==> config.mk <==
export PLATFORM = sky130hd
export DESIGN_NAME = term_engine
export DESIGN_NICKNAME = d
export VERILOG_FILES = /design/src/rtl/term_engine.sv
export SDC_FILE = /design/constraint.sdc
export NUM_CORES = 1
export LEC_CHECK = 0
export CORE_MARGIN = 2
export CORE_UTILIZATION = 40
export DETAILED_ROUTE_END_ITERATION = 8
export PLACE_DENSITY = 0.59
export SYNTH_ARGS = -nofsm -noshare
export SYNTH_HDL_FRONTEND = slang
export SYNTH_SLANG_ARGS = --single-unit
==> constraint.sdc <==
create_clock -name clk100 -period 6.4 [get_ports clk100]
set_input_delay 0.96 -clock clk100 [delete_from_list [all_inputs] [get_ports clk100]]
set_output_delay 0.96 -clock clk100 [all_outputs]
set_load 0.03 [all_outputs]
==> src/rtl/term_engine.sv <==
`timescale 1ns/1ps
`default_nettype none
// ============================================================================
//  Module   : term_engine
//  Purpose  : Byte-stream terminal engine. Accepts received bytes, keeps a
//             cursor, decodes a subset of ANSI/VT100 escape sequences and
//             issues fill/copy commands to an external text-buffer blitter.
//  Revision : 1.0  initial release
//
//  Ports
//    clk100       in   1       clock, all logic on rising edge
//    rst          in   1       asynchronous active-high reset
//    char_in      in   8       received byte
//    char_valid   in   1       one-cycle strobe, char_in valid
//    char_ready   out  1       byte can be accepted this cycle
//    overflow     out  1       one-cycle pulse: byte offered while busy, dropped
//    wr_start     out  1       one-cycle pulse launching a blit/fill
//    wr_begin     out  ADDR_W  first cell of the command range
//    wr_end       out  ADDR_W  one past the last cell of the command range
//    wr_data      out  8       fill byte (used when wr_offset == 0)
//    wr_offset    out  8       nonzero: copy cell[a+offset] into cell[a]
//    wr_complete  in   1       one-cycle strobe, current command finished
//    cur_row      out  6       cursor row, 0-based
//    cur_col      out  7       cursor column, 0-based
// ============================================================================
module term_engine #(
    parameter int COLS   = 80,
    parameter int ROWS   = 25,
    parameter int ADDR_W = 11
) (
    input  logic              clk100,
    input  logic              rst,
    input  logic [7:0]        char_in,
    input  logic              char_valid,
    output logic              char_ready,
    output logic              overflow,
    output logic              wr_start,
    output logic [ADDR_W-1:0] wr_begin,
    output logic [ADDR_W-1:0] wr_end,
    output logic [7:0]        wr_data,
    output logic [7:0]        wr_offset,
    input  logic              wr_complete,
    output logic [5:0]        cur_row,
    output logic [6:0]        cur_col
);

    localparam logic [5:0]        c_LAST_ROW   = 6'(ROWS - 1);
    localparam logic [6:0]        c_LAST_COL   = 7'(COLS - 1);
    localparam logic [ADDR_W-1:0] c_COLS_A     = ADDR_W'(COLS);
    localparam logic [ADDR_W-1:0] c_SCROLL_END = ADDR_W'((ROWS - 1) * COLS);
    localparam logic [ADDR_W-1:0] c_SCREEN_END = ADDR_W'(ROWS * COLS);
    localparam logic [7:0]        c_LINE_OFS   = 8'(COLS);

    typedef enum logic [2:0] {
        S_IDLE       = 3'd0,
        S_ESC        = 3'd1,
        S_CSI        = 3'd2,
        S_WAIT       = 3'd3,
        S_SCROLL_CLR = 3'd4
    } state_t;

    state_t            state_q, state_d;
    logic [5:0]        row_q, row_d;
    logic [6:0]        col_q, col_d;
    logic [7:0]        p1_q, p1_d;
    logic [7:0]        p2_q, p2_d;
    logic              idx_q, idx_d;
    // A character write that wrapped on the last row still owes a scroll.
    logic              pend_q, pend_d;
    logic              wr_start_q, wr_start_d;
    logic [ADDR_W-1:0] wr_begin_q, wr_begin_d;
    logic [ADDR_W-1:0] wr_end_q, wr_end_d;
    logic [7:0]        wr_data_q, wr_data_d;
    logic [7:0]        wr_offset_q, wr_offset_d;
    logic              overflow_q, overflow_d;

    // ------------------------------------------------------------------
    // Combinational helpers
    // ------------------------------------------------------------------
    logic              w_ready;
    logic              w_accept;
    logic [ADDR_W-1:0] w_row_start;
    logic [ADDR_W-1:0] w_addr;
    logic [7:0]        w_p1_eff, w_p2_eff;
    logic [7:0]        w_p1_m1, w_p2_m1;
    logic [7:0]        w_digit;
    logic [7:0]        w_p_sel;
    logic [11:0]       w_p_acc;
    logic [7:0]        w_p_next;
    logic              w_is_digit;
    logic [5:0]        w_up_row, w_dn_row, w_h_row;
    logic [6:0]        w_lt_col, w_rt_col, w_h_col, w_tab_col;
    logic [8:0]        w_dn_sum, w_rt_sum;
    logic [7:0]        w_tab;

    assign w_ready  = (state_q == S_IDLE) || (state_q == S_ESC) || (state_q == S_CSI);
    assign w_accept = char_valid && w_ready;

    assign w_row_start = ADDR_W'(row_q) * c_COLS_A;
    assign w_addr      = w_row_start + ADDR_W'(col_q);

    // A zero parameter means "one" for every final that uses it.
    assign w_p1_eff = (p1_q == 8'd0) ? 8'd1 : p1_q;
    assign w_p2_eff = (p2_q == 8'd0) ? 8'd1 : p2_q;
    assign w_p1_m1  = w_p1_eff - 8'd1;
    assign w_p2_m1  = w_p2_eff - 8'd1;

    // Decimal accumulation, saturating at 255.
    assign w_is_digit = (char_in >= 8'h30) && (char_in <= 8'h39);
    assign w_digit    = char_in - 8'h30;
    assign w_p_sel    = idx_q ? p2_q : p1_q;
    assign w_p_acc    = 12'(w_p_sel) * 12'd10 + 12'(w_digit);
    assign w_p_next   = (w_p_acc > 12'd255) ? 8'd255 : 8'(w_p_acc);

    // Clamped cursor moves.
    assign w_up_row = (w_p1_eff >= 8'(row_q)) ? 6'd0 : row_q - 6'(w_p1_eff);
    assign w_dn_sum = 9'(row_q) + 9'(w_p1_eff);
    assign w_dn_row = (w_dn_sum > 9'(c_LAST_ROW)) ? c_LAST_ROW : 6'(w_dn_sum);
    assign w_lt_col = (w_p1_eff >= 8'(col_q)) ? 7'd0 : col_q - 7'(w_p1_eff);
    assign w_rt_sum = 9'(col_q) + 9'(w_p1_eff);
    assign w_rt_col = (w_rt_sum > 9'(c_LAST_COL)) ? c_LAST_COL : 7'(w_rt_sum);
    assign w_h_row  = (w_p1_m1 > 8'(c_LAST_ROW)) ? c_LAST_ROW : 6'(w_p1_m1);
    assign w_h_col  = (w_p2_m1 > 8'(c_LAST_COL)) ? c_LAST_COL : 7'(w_p2_m1);

    // Next tab stop is the next multiple of 8 strictly after the cursor.
    assign w_tab     = (8'(col_q) | 8'd7) + 8'd1;
    assign w_tab_col = (w_tab > 8'(c_LAST_COL)) ? c_LAST_COL : 7'(w_tab);

    // ------------------------------------------------------------------
    // State register
    // ------------------------------------------------------------------
    always_ff @(posedge clk100 or posedge rst) begin
        if (rst) begin
            state_q     <= S_IDLE;
            row_q       <= 6'd0;
            col_q       <= 7'd0;
            p1_q        <= 8'd0;
            p2_q        <= 8'd0;
            idx_q       <= 1'b0;
            pend_q      <= 1'b0;
            wr_start_q  <= 1'b0;
            wr_begin_q  <= '0;
            wr_end_q    <= '0;
            wr_data_q   <= 8'd0;
            wr_offset_q <= 8'd0;
            overflow_q  <= 1'b0;
        end else begin
            state_q     <= state_d;
            row_q       <= row_d;
            col_q       <= col_d;
            p1_q        <= p1_d;
            p2_q        <= p2_d;
            idx_q       <= idx_d;
            pend_q      <= pend_d;
            wr_start_q  <= wr_start_d;
            wr_begin_q  <= wr_begin_d;
            wr_end_q    <= wr_end_d;
            wr_data_q   <= wr_data_d;
            wr_offset_q <= wr_offset_d;
            overflow_q  <= overflow_d;
        end
    end

    // ------------------------------------------------------------------
    // Next-state logic. Command fields only change when wr_start is
    // launched, so they stay stable for the whole command.
    // ------------------------------------------------------------------
    always_comb begin
        state_d     = state_q;
        row_d       = row_q;
        col_d       = col_q;
        p1_d        = p1_q;
        p2_d        = p2_q;
        idx_d       = idx_q;
        pend_d      = pend_q;
        wr_start_d  = 1'b0;
        wr_begin_d  = wr_begin_q;
        wr_end_d    = wr_end_q;
        wr_data_d   = wr_data_q;
        wr_offset_d = wr_offset_q;
        overflow_d  = char_valid && !w_ready;

        unique case (state_q)
            S_IDLE: begin
                if (w_accept) begin
                    if ((char_in >= 8'h20) && (char_in != 8'h7F)) begin
                        wr_start_d  = 1'b1;
                        wr_begin_d  = w_addr;
                        wr_end_d    = w_addr + ADDR_W'(1);
                        wr_data_d   = char_in;
                        wr_offset_d = 8'd0;
                        state_d     = S_WAIT;
                        if (col_q == c_LAST_COL) begin
                            col_d = 7'd0;
                            if (row_q < c_LAST_ROW) begin
                                row_d = row_q + 6'd1;
                            end else begin
                                pend_d = 1'b1;
                            end
                        end else begin
                            col_d = col_q + 7'd1;
                        end
                    end else begin
                        case (char_in)
                            8'h0D: col_d = 7'd0;
                            8'h08: if (col_q != 7'd0) col_d = col_q - 7'd1;
                            8'h09: col_d = w_tab_col;
                            8'h0A: begin
                                if (row_q < c_LAST_ROW) begin
                                    row_d = row_q + 6'd1;
                                end else begin
                                    wr_start_d  = 1'b1;
                                    wr_begin_d  = '0;
                                    wr_end_d    = c_SCROLL_END;
                                    wr_data_d   = 8'd0;
                                    wr_offset_d = c_LINE_OFS;
                                    state_d     = S_SCROLL_CLR;
                                end
                            end
                            8'h1B:   state_d = S_ESC;
                            default: ;
                        endcase
                    end
                end
            end

            S_ESC: begin
                if (w_accept) begin
                    if (char_in == 8'h5B) begin
                        state_d = S_CSI;
                        p1_d    = 8'd0;
                        p2_d    = 8'd0;
                        idx_d   = 1'b0;
                    end else begin
                        state_d = S_IDLE;
                    end
                end
            end

            S_CSI: begin
                if (w_accept) begin
                    if (w_is_digit) begin
                        if (idx_q) p2_d = w_p_next;
                        else       p1_d = w_p_next;
                    end else if (char_in == 8'h3B) begin
                        idx_d = 1'b1;
                    end else if ((char_in >= 8'h40) && (char_in <= 8'h7E)) begin
                        state_d = S_IDLE;
                        case (char_in)
                            8'h41: row_d = w_up_row;
                            8'h42: row_d = w_dn_row;
                            8'h43: col_d = w_rt_col;
                            8'h44: col_d = w_lt_col;
                            8'h48, 8'h66: begin
                                row_d = w_h_row;
                                col_d = w_h_col;
                            end
                            8'h4B: begin
                                if (p1_q <= 8'd2) begin
                                    wr_start_d  = 1'b1;
                                    wr_data_d   = 8'd0;
                                    wr_offset_d = 8'd0;
                                    state_d     = S_WAIT;
                                    case (p1_q)
                                        8'd0: begin
                                            wr_begin_d = w_addr;
                                            wr_end_d   = w_row_start + c_COLS_A;
                                        end
                                        8'd1: begin
                                            wr_begin_d = w_row_start;
                                            wr_end_d   = w_addr + ADDR_W'(1);
                                        end
                                        default: begin
                                            wr_begin_d = w_row_start;
                                            wr_end_d   = w_row_start + c_COLS_A;
                                        end
                                    endcase
                                end
                            end
                            8'h4A: begin
                                if ((p1_q == 8'd0) || (p1_q == 8'd2)) begin
                                    wr_start_d  = 1'b1;
                                    wr_begin_d  = (p1_q == 8'd0) ? w_addr : '0;
                                    wr_end_d    = c_SCREEN_END;
                                    wr_data_d   = 8'd0;
                                    wr_offset_d = 8'd0;
                                    state_d     = S_WAIT;
                                end
                            end
                            default: ;
                        endcase
                    end
                end
            end

            S_WAIT: begin
                if (wr_complete) begin
                    if (pend_q) begin
                        pend_d      = 1'b0;
                        wr_start_d  = 1'b1;
                        wr_begin_d  = '0;
                        wr_end_d    = c_SCROLL_END;
                        wr_data_d   = 8'd0;
                        wr_offset_d = c_LINE_OFS;
                        state_d     = S_SCROLL_CLR;
                    end else begin
                        state_d = S_IDLE;
                    end
                end
            end

            S_SCROLL_CLR: begin
                // Blank the freshly exposed bottom line after the copy.
                if (wr_complete) begin
                    wr_start_d  = 1'b1;
                    wr_begin_d  = c_SCROLL_END;
                    wr_end_d    = c_SCREEN_END;
                    wr_data_d   = 8'd0;
                    wr_offset_d = 8'd0;
                    state_d     = S_WAIT;
                end
            end

            default: state_d = S_IDLE;
        endcase
    end

    assign char_ready = w_ready;
    assign overflow   = overflow_q;
    assign wr_start   = wr_start_q;
    assign wr_begin   = wr_begin_q;
    assign wr_end     = wr_end_q;
    assign wr_data    = wr_data_q;
    assign wr_offset  = wr_offset_q;
    assign cur_row    = row_q;
    assign cur_col    = col_q;

endmodule

`default_nettype wire

# --- Yosys cells after proc, flatten, opt, wreduce, memory -nomap -nowiden ---
# Cells that the tools add are included.
totals:
  latch_bits: 0
  mem_bits_ro: 0
  mem_bits_rw: 0
  wordCells: 265
  mem_count: 0
  inputBits: 12
  reg_bits: 74
classes:
  add_sub_neg: 15
  div: 0
  shifts: 0
  mul: 2
  eq_ne: 52
  mux: 142
  n_reduce_logical: 26
  n_bitwise: 0
  magnitude_cmp: 15
ops:
  columns: ["op", "n"]
  rows:
  - ["11-bit 2-to-1 mux", 29]
  - ["8-bit 2-to-1 mux", 31]
  - ["11-bit case mux with 4 select lines", 2]
  - ["7-bit 2-to-1 mux", 12]
  - ["8-bit by 7-bit == test with 1-bit output (second input constant)", 9]
  - ["6-bit 2-to-1 mux", 12]
  - ["8-bit case mux with 4 select lines", 2]
  - ["8-bit case mux with 2 select lines", 3]
  - ["11-bit case mux with 2 select lines", 2]
  - ["7-bit case mux with 3 select lines", 2]
  - ["3-bit 2-to-1 mux", 11]
  - ["8-bit by 4-bit == test with 1-bit output (second input constant)", 4]
  - ["2-bit != test (second input constant)", 12]
  - ["6-bit AND reduction", 4]
  - ["1-bit 2-to-1 mux", 23]
  - ["6-bit case mux with 3 select lines", 1]
  - ["9-bit AND reduction", 2]
  - ["8-bit by 6-bit greater-or-equal comparator with 1-bit output (second input constant)", 2]
  - ["8-bit by 7-bit greater-than comparator with 1-bit output (second input constant)", 2]
  - ["8-bit logical NOT", 2]
  - ["8-bit by 1-bit subtractor with 8-bit output (second input constant)", 2]
  - ["3-bit case mux with 5 select lines", 1]
  - ["7-bit case mux with 2 select lines", 1]
  - ["14-bit AND reduction", 1]
  - ["other kinds (57)", 80]

# --- Logic depth before layout (Yosys ltp) ---
# Gate-level depths: netlist of run 1.
depth:
  depth_word: 11
  ltp_mapped: 15
  depth_no_buf: 13

# --- Worst setup path before layout of run 1 ---
# OpenSTA, ideal clock, no wires.
synth_timing:
  kind: "register -> register"
  from: "register p1_q[4]"
  to: "register col_q[5], in the netlist cur_col[5]"
  t_arrival_ps: 3498
  n_path_buf: 0
  stages_incl_launch_ff: 14
  required_ps: 6280
  path_slack_ps: 2781
  synth_period_minus_slack_ps: 3619
  path_cell_list: "dfrtp_1 or4_4 nor3_1 a21o_1 ha_1 inv_1 fa_1 o21ba_2 o21ai_0 a211o_1 o311a_1 nor3_1 a221o_1 a31o_2"
synth_between:
  elab_chain_cells: 11
  elab_cells_between_ends: 14
  cone_classes: "add/sub: 2; order compare: 2; mux: 9; reduce/logical: 1"
synth_lines:
  columns: ["element", "line_no", "text"]
  rows:
  - ["start: declaration", "65", "logic [7:0] p1_q, p1_d;"]
  - ["start signal: assignment", "151", "p1_q <= p1_d;"]
  - ["8-bit logical NOT", "103", "assign w_p1_eff = (p1_q == 8'd0) ? 8'd1 : p1_q;"]
  - ["8-bit 2-to-1 mux *", "103", null]
  - ["7-bit by 8-bit adder with 9-bit output", "120", "assign w_rt_sum = 9'(col_q) + 9'(w_p1_eff);"]
  - ["9-bit by 7-bit greater-than comparator with 1-bit output", "121", "assign w_rt_col = (w_rt_sum > 9'(c_LAST_COL)) ? c_LAST_COL : 7'(w_rt_sum);"]
  - ["7-bit 2-to-1 mux", "121", null]
  - ["7-bit case mux with 3 select lines *", "249", "case (char_in)"]
  - ["7-bit 2-to-1 mux *", "247", "end else if ((char_in >= 8'h40) && (char_in <= 8'h7E)) begin"]
  - ["7-bit 2-to-1 mux *", "245", "end else if (char_in == 8'h3B) begin"]
  - ["7-bit 2-to-1 mux *", "242", "if (w_is_digit) begin"]
  - ["7-bit 2-to-1 mux *", "241", "if (w_accept) begin"]
  - ["7-bit case mux with 2 select lines *", "183", "unique case (state_q)"]
  - ["end signal: assignment", "150", "col_q <= col_d;"]
  - ["end: declaration", "64", "logic [6:0] col_q, col_d;"]
# Every way passes the cells marked *; elsewhere a longest branch is shown, timed or not. The select of a mux whose other input is x is not followed.
# A chain may end at the register's enable or synchronous reset.

# --- Worst setup path in the final report of run 1 ---
# Same ends and word-level chain as after synthesis.

==> flow_summary.toml, run 1 <==
[status]
status = "complete, no violations"

[worst_setup_path]
arrival_ps = 4520
r2r-start = "p1_q[4]"
crit_type = "register to register"
cp-endpoint = "cur_col[5]"
crit_path_max_incr_delay_ps = 630
end_kind = "register"
r2r_slack_ps = 2130
path_cells = "or4_4 -> nor3_1 -> a21o_1 -> ha_1 -> inv_1 -> fa_1 -> o21ba_2 -> o21ai_0 -> a211o_1 -> o311a_1 -> nor3_1 -> a221o_1 -> a31o_2"
rr_endpoint = "cur_col[5]"
critPathSlowestCell = "or4_4"
crit_required_ps = 6640
critPathLaunchType = "register"
cp-startpoint = "p1_q[4]"
rr_worst_depth = 13
crit_top_cell = "nor3_1"
crit_path_max_fanout = 10

[synthesis]
synth_adder_area_share_pct = 16.5
synth_top_cell_by_area = "dfrtp_1"
synthDistinctLibCells = 77
synth_async_sr_flop_share_pct = 100
ys_warn_count = 0
netlist_top_cells_area = "dfrtp_1, ha_1, nand2_1, o21ai_0, xnor2_1"
ys_ff_latch = 67
syn_inst = 914
netlist.area_leader.share_pct = 22.8
synth_mux_area_share_pct = 1.41
syn_area_per_cell_sq_um = 8.03
synth_top_family_by_area = "compound AO/OA/AOI/OAI gates"
synth_ff_type = "dfrtp_1"
synth_simple_gate_area_share_pct = 21.6
synth_compound_area_share_pct = 25.3
synth-xor-area-share_pct = 5.84
syn-cell-area_sq_um = 7340
ys_seq_area_share_pct = 22.8
synth_edf_count = 0

[sta]
slew_headroom_pct = 36.5
slew_violations = 0
timing.final.crit_share_pct = 66.8
tightestPinTransition_ps = 950
finalSetupTns_ps = 0
fmax_mhz = 234
setup_violations = 0
fin_skew_ps = 10.5
finalCriticalPeriod_ps = 4270
hold_viol = 0
rsz0062_at_grt = "false"

[finish]
final_util_pct = 46.4
drive_above_1_share_pct = 5.21
antenna_cells = 0
fin_nets = 1040
layout_common_cells = "nand2_1, ha_1, dfrtp_1, o21ai_0, clkdlybuf4s50_1"
final_common_cell = "nand2_1"
nFillCells = 1787
area_delta_synth_final_pct = 13.4

[clock_tree]
clkTransAtPathRegs_ps = 60
htree_levels = 3
clockBufferDepth = 2
cts_hold_buf = 0
cts_tree = "built"
cts.sink_count = 67
cts_buffers = 9
insertion_delay_ps = 350
cts-root-buf = "clkbuf_16"
postCtsSetupRepairBufs = 0
post_cts_resized = 0

[global_routing]
grt_max_degree = 68
antenna_found_initial = 0
grtUsageTotal_pct = 23.1
grt_overflow = 0
grt_pass1_vias = 6674
grt_pass1_wl_mm = 36.1

[route]
routed_wl_mm = 22.2
drtPass1Iterations = 5
vias_per_cell = 5.95
drt-initial-drc-count = 563
antenna_left = 0
route.detailed.wl_per_inst_microns = 19.0
vias = 6965
drc_errors = 0

[floorplanning]
io_pins = 66
die_w_microns = 139
die_y_microns = 139
coreArea_sq_um = 18000
rows = 49
initial_core_util_pct = 40.9
dieArea_sq_um = 19500

[pwr]
powerDensity_nw_per_um2 = 606
peakVddDrop_mv = 0.285
leakage_nw = 3.63

[place]
dpl.hpwl_mm = 16.5
gp_congestion = 0.927
io_buffer_count = 59

[hold_path]
hold_path.class = "register to register"

[run]
max-cap-violations = 0
[layout make-up]
| class | instances | area (sq um) | share of cell area, % |
|---|---|---|---|
| Clock buffer | 10 | 229 | 2.75 |
| Clock inverter | 6 | 90.1 | 1.08 |
| Inverter | 55 | 206 | 2.48 |
| Multi-Input combinational cell | 739 | 5210 | 62.6 |
| Sequential cell | 67 | 1680 | 20.1 |
| Tap cell | 229 | 287 | 3.44 |
| Timing Repair Buffer | 64 | 628 | 7.54 |
[where the power goes]
part	leakage (nW)	internal [mW]	switching (mW)
Sequential	0.848	0.586	0.324
Combinational	2.63	1.43	2.16
Clock	0.153	0.342	0.205
Total	3.63	2.36	2.69
[through the flow]
stage	hold WS, ps	power (mW)	worst slack [ps]	cells	area [sq um]
2_1_floorplan	448	3.46	2780	919	7360
3_3_place_gp	454	4.44	1950	1154	8010
3_5_place_dp	459	4.46	1870	1154	8010
4_1_cts	472	5.03	2140	1170	8330
5_1_grt	507	5.48	1840	1170	8330
6_report	464	5.04	2130	1170	8330
[worst max-delay path, delay by kind of cell (launching register included)]
family                   cells  cell delay, ps
flip-flops                   1             570
AO/OA/AOI/OAI                7            1970
adder cells (fa/ha/maj)      2             650
buffers and inverters        1              60
AND/OR/NAND/NOR              3             890
[state kept, by name, indices dropped and copies added, names as in the netlist]
name and flops:
wr_start 1, overflow 1, cur_row 6, wr_begin 11
p2_q 8, idx_q 1, wr_offset 1, p1_q 8
wr_data 8, wr_end 11, cur_col 7, pend_q 1
state_q 3
[cells in the mapped netlist (6+ instances only)]
cell / count
o221ai_1: 6
buf_4: 8
nor3b_1: 8
o21ai_0: 63
xor2_1: 16
nand4_1: 14
nand3_1: 35
nand3b_1: 6
a221oi_1: 11
a21o_1: 15
fa_1: 8
xnor2_1: 33
a31oi_1: 15
nor2b_1: 18
clkbuf_1: 42
ha_1: 84
nand2_1: 90
inv_1: 53
a211o_1: 8
mux2i_1: 7
o211ai_1: 11
nor3_1: 31
o31ai_1: 7
nor2_1: 50
a21oi_1: 51
a211oi_1: 17
nand2b_1: 15
dfrtp_1: 67
and3_1: 7
[worst min path at each step]
stage / startpoint / to / slack, ps / cells after the start
after floorplan: pend_q / pend_q / 450 / 2
after global placement: wr_data[5] / wr_data[5] / 450 / 2
after detailed placement: wr_data[4] / wr_data[4] / 460 / 2
after CTS: wr_data[4] / wr_data[4] / 470 / 2
after global routing: wr_end[3] / wr_end[3] / 510 / 2
final: wr_data[4] / wr_data[4] / 460 / 2
[layer usage]
layer  GRT usage, %  vias up  part of all wire, %
met5              0        -                    0
met4           6.86        0                  2.1
met3           4.20       40                  5.8
met2           36.1      241                   44
met1           32.7     3314                   48
li1               -     3370                    -
[kinds of logic after synthesis]
| logic type | count (synthesis) |
|---|---|
| adders and majority gates | 92 |
| DFF | 67 |
| other | 1 |
| AOI/OAI and AO/OA | 273 |
| muxes | 10 |
| and+or+nand+nor | 309 |
| buffers and inverters | 113 |
| xor gates and xnor gates | 49 |
No activity file was read; power rests on OpenSTA's default activity.
==> inputs of run 2 (changes only) <==
Clock period 6.4 ns to 4.09 ns, I/O delays scaled along.
==> run 2 against run 1 <==
Wire length increased by 2.7%. Non-clock buffer count increased by 30. Combinational power increased by 63%. Sequential share of layout area decreased by 0.55 points. Sequential cell count unchanged. Final cell count increased by 2.6%. First-iteration DRC count increased by 11%. Clock power increased by 59%. Sequential power increased by 42%. Utilization increased by 1.3 points. Largest power group unchanged.
==> flow_summary.toml, run 2 (synthesized netlist as in run 1, its figures left out) <==
[finish]
fin_nets = 1070
final_util_pct = 47.7
antenna_cells = 0
layout_common_cells = "nand2_1, ha_1, dfrtp_1, o21ai_0, clkdlybuf4s50_1"
area_delta_synth_final_pct = 16.6
final_cells = 1200
nFillCells = 1827
drive_above_1_share_pct = 8.14
final_common_cell = "nand2_1"

[pwr]
leakage_nw = 3.79
peakVddDrop_mv = 0.468
powerDensity_nw_per_um2 = 937
total_power_mw = 8.02

[place]
dp_cells = 1184
gp_congestion = 0.951
dpl.hpwl_mm = 17.3
io_buffer_count = 59

[worst_setup_path]
rr_endpoint = "p2_q[5]"
arrival_ps = 3920
r2r_slack_ps = 390
rr_worst_depth = 11
r2r-start = "idx_q"
end_kind = "register"
crit_required_ps = 4310
critPathLaunchType = "register"
crit_path_max_fanout = 17
crit_type = "register to register"

[hold_path]
min_to = "wr_data[4]"
min_from = "wr_data[4]"
hold_path.class = "register to register"
whs_path_depth = 2

[clock_tree]
cts_hold_buf = 0
postCtsSetupRepairBufs = 0
clockBufferDepth = 2
cts_buffers = 9
cts-root-buf = "clkbuf_16"
clkTransAtPathRegs_ps = 60
insertion_delay_ps = 350
cts.sink_count = 67
cts_tree = "built"
post_cts_resized = 0
htree_levels = 3

[route]
routed_wl_mm = 22.8
antenna_left = 0
drt-initial-drc-count = 627
drc_errors = 0
route.detailed.wl_per_inst_microns = 19.0
drtPass1Iterations = 5
vias_per_cell = 5.91
vias = 7088

[floorplanning]
rows = 49
io_pins = 66
dieArea_sq_um = 19500
coreArea_sq_um = 18000
die_w_microns = 139
initial_core_util_pct = 40.9
die_y_microns = 139

[global_routing]
antenna_found_initial = 0
grt_pass1_wl_mm = 35.8
grt_pass1_vias = 6435
grtUsageTotal_pct = 23.1
grt_max_degree = 41
grt_overflow = 0

[sta]
setup_violations = 0
hold_viol = 0
finalCriticalPeriod_ps = 3700
slew_violations = 0
tightestPinTransition_ps = 685
rsz0062_at_grt = "false"
fin_skew_ps = 7.28
finalSetupTns_ps = 0
fmax_mhz = 270
slew_headroom_pct = 54.3
timing.final.crit_share_pct = 90.5

[run]
max-cap-violations = 0

[status]
status = "complete, no violations"
-- run 2: cell types whose count changed in the layout (fill, tap and decap cells not counted) --
cell,delta
clkbuf_8,+2
o21ai_0,-1
buf_4,+30
clkinv_4,-2
o21ai_1,+1
-- run 2: final cells by class --
type	instances	area [sq um]	area share [%]
Sequential cell	67	1680	19.6
Clock inverter	4	72.6	0.848
Tap cell	229	287	3.35
Inverter	55	206	2.41
Multi-Input combinational cell	739	5210	60.9
Timing Repair Buffer	94	853	9.97
Clock buffer	12	256	3.00
-- run 2: critical path, cell delays in order (launching register included) --
cell and delay [ps]:
dfrtp_1 630, mux2_2 420, ha_1 190, ha_1 210
fa_1 400, xor2_1 160, ha_1 340, o21ai_0 110
a21oi_1 270, nand4_1 350, a211oi_1 370, o21ai_0 120
-- run 2: worst max-delay path by stage --
stage	start	to	slack (ps)	depth (start not counted)
4_1_cts	idx_q	p2_q[3]	250	11
2_1_floorplan	p1_q[4]	cur_col[5]	470	13
5_1_grt	idx_q	p2_q[5]	30	11
3_5_place_dp	idx_q	p2_q[3]	260	11
6_report	idx_q	p2_q[5]	390	11
3_3_place_gp	idx_q	p2_q[4]	340	11
-- run 2: metrics by stage --
stage               hold slack, ps  worst slack, ps  area [sq um]
finish                         460              389          8560
global route                   491             32.1          8560
CTS                            469              250          8560
detailed placement             456              264          8230
global placement               453              340          8230
floorplan                      448              471          7360
-- run 2: power by group --
group / switching, mW / total, mW / leakage (nW) / internal (mW)
clock: 0.305 / 0.871 / 0.159 / 0.566
sequential: 0.365 / 1.29 / 0.848 / 0.920
combinational: 3.53 / 5.86 / 2.79 / 2.34
total: 4.20 / 8.02 / 3.79 / 3.82
-- run 2: per-layer routing --
layer	global-route usage, %	wire, microns
met1	32.9	10800
met2	36.1	10200
met3	3.34	1280
met4	7.50	524
met5	0	0
==> inputs of run 3 (changes only) <==
Settings changed: CORE_UTILIZATION 40 to 55, HOLD_SLACK_MARGIN set to 0.03, PLACE_DENSITY 0.59 to 0.77.
==> run 3 against run 2 <==
Clock skew is 0.57 ps lower. Combinational power hardly changed. Critical path type unchanged. First-iteration DRC count is 33% higher. Largest cell class unchanged.
==> flow_summary.toml, run 3 (synthesized netlist as in run 1, its figures left out) <==
[route]
antenna_left = 0
vias = 7251
vias_per_cell = 6.34
drt-initial-drc-count = 837
route.detailed.wl_per_inst_microns = 18.4
drtPass1Iterations = 6
routed_wl_mm = 21.1
drc_errors = 0

[finish]
antenna_cells = 0
drive_above_1_share_pct = 7.65
nFillCells = 1175
layout_common_cells = "nand2_1, ha_1, dfrtp_1, o21ai_0, clkdlybuf4s50_1"
area_delta_synth_final_pct = 14.8
final_common_cell = "nand2_1"
fin_nets = 1066
final_util_pct = 64.2
stdcell_area_sq_um = 8430

[place]
dpl.hpwl_mm = 15.8
place_area_sq_um = 8140
io_buffer_count = 59
gp_congestion = 0.968
pre_cts_ws_ps = 405

[pwr]
power_frac_comb_pct = 74.3
powerDensity_nw_per_um2 = 936
seqPwrFrac_pct = 16.1
p_sw_mw = 4.16
peakVddDrop_mv = 0.348
leakage_nw = 3.76
total_power_mw = 7.89
switching_share_pct = 52.8
p_clk_share_pct = 9.6
p_int_mw = 3.72

[worst_setup_path]
rr_endpoint = "p1_q[2]"
cp-startpoint = "idx_q"
crit_type = "register to register"
arrival_ps = 3940
crit_required_ps = 4300
critPathLaunchType = "register"
crit_path_max_fanout = 17
r2r-start = "idx_q"
end_kind = "register"
rr_worst_depth = 11
r2r_slack_ps = 360

[sta]
tightestPinTransition_ps = 689
rsz0062_at_grt = "false"
timing.final.crit_share_pct = 91.3
fin_ws_ps = 357
slew_headroom_pct = 53.6
finalSetupTns_ps = 0
fmax_mhz = 268
fin_skew_ps = 6.71
hold_viol = 0
setup_violations = 0
slew_violations = 0
finalCriticalPeriod_ps = 3730

[global_routing]
grt_overflow = 0
grt_pass1_wl_mm = 34.2
grtUsageMet2_pct = 46.9
grtUsageTotal_pct = 30.0
antenna_found_initial = 0
busiest_layer = "met2"
grt_use_met3_pct = 4.18
grt_pass1_vias = 6634
grt_max_degree = 46
grt_use_met1_pct = 42.0

[run]
max-cap-violations = 0

[floorplanning]
die_y_microns = 120
coreArea_sq_um = 13100
rows = 42
initial_core_util_pct = 55.9
io_pins = 66
dieArea_sq_um = 14300
die_w_microns = 120

[clock_tree]
clockBufferDepth = 2
cts_hold_buf = 0
cts-root-buf = "clkbuf_16"
insertion_delay_ps = 340
cts_buffers = 9
post_cts_resized = 0
clkTransAtPathRegs_ps = 60
cts.sink_count = 67
cts_tree = "built"
htree_levels = 3
postCtsSetupRepairBufs = 0

[hold_path]
min_to = "wr_data[0]"
min_from = "wr_data[0]"
hold_path.class = "register to register"
whs_path_depth = 2

[status]
status = "complete, no violations"
[run 3: worst max path at each step]
stage | depth (start not counted) | slack (ps) | endpoint
finish | 11 | 360 | p1_q[2]
global route | 13 | 130 | cur_col[1]
CTS | 13 | 410 | cur_col[5]
detailed placement | 8 | 410 | cur_row[2]
global placement | 8 | 410 | cur_row[2]
floorplan | 13 | 470 | cur_col[5]
[run 3: per-layer routing]
layer,share of wire (%),vias to the layer above
met5,0,-
met4,2.7,0
met3,7.5,48
met2,46,368
met1,44,3419
li1,-,3416
[run 3: layout make-up]
class / count / area (sq um) / share of cell area [%]
multi-input combinational: 739 / 5210 / 61.8
sequential: 67 / 1680 / 19.9
timing repair buffer: 90 / 823 / 9.77
clock buffer: 15 / 288 / 3.41
tap: 176 / 220 / 2.61
inverter: 55 / 206 / 2.45
clock inverter: 1 / 5.00 / 0.0594
[run 3: metrics by stage]
stage / std cells / hold slack, ps
floorplan: 919 / 448
global placement: 1127 / 449
detailed placement: 1127 / 455
CTS: 1143 / 467
global route: 1143 / 479
finish: 1143 / 461
[run 3: critical path, stage by stage, from the launching register on]
cell and delay (ps):
dfrtp_1 630, mux2_2 410, ha_1 190, ha_1 210, fa_1 410, xor2_1 160, ha_1 340, o21ai_0 110
a21oi_1 260, nand4_1 360, a211oi_1 380, o21ai_0 120
[run 3: power groups by stage]
| stage | clock network [mW] | logic (mW) | registers (mW) |
|---|---|---|---|
| floorplan | 0 | 3.87 | 1.55 |
| finish | 0.757 | 5.86 | 1.27 |
| detailed placement | 0 | 5.70 | 1.27 |
| global route | 0.794 | 6.40 | 1.31 |
| CTS | 0.766 | 5.77 | 1.26 |
| global placement | 0 | 5.63 | 1.26 |
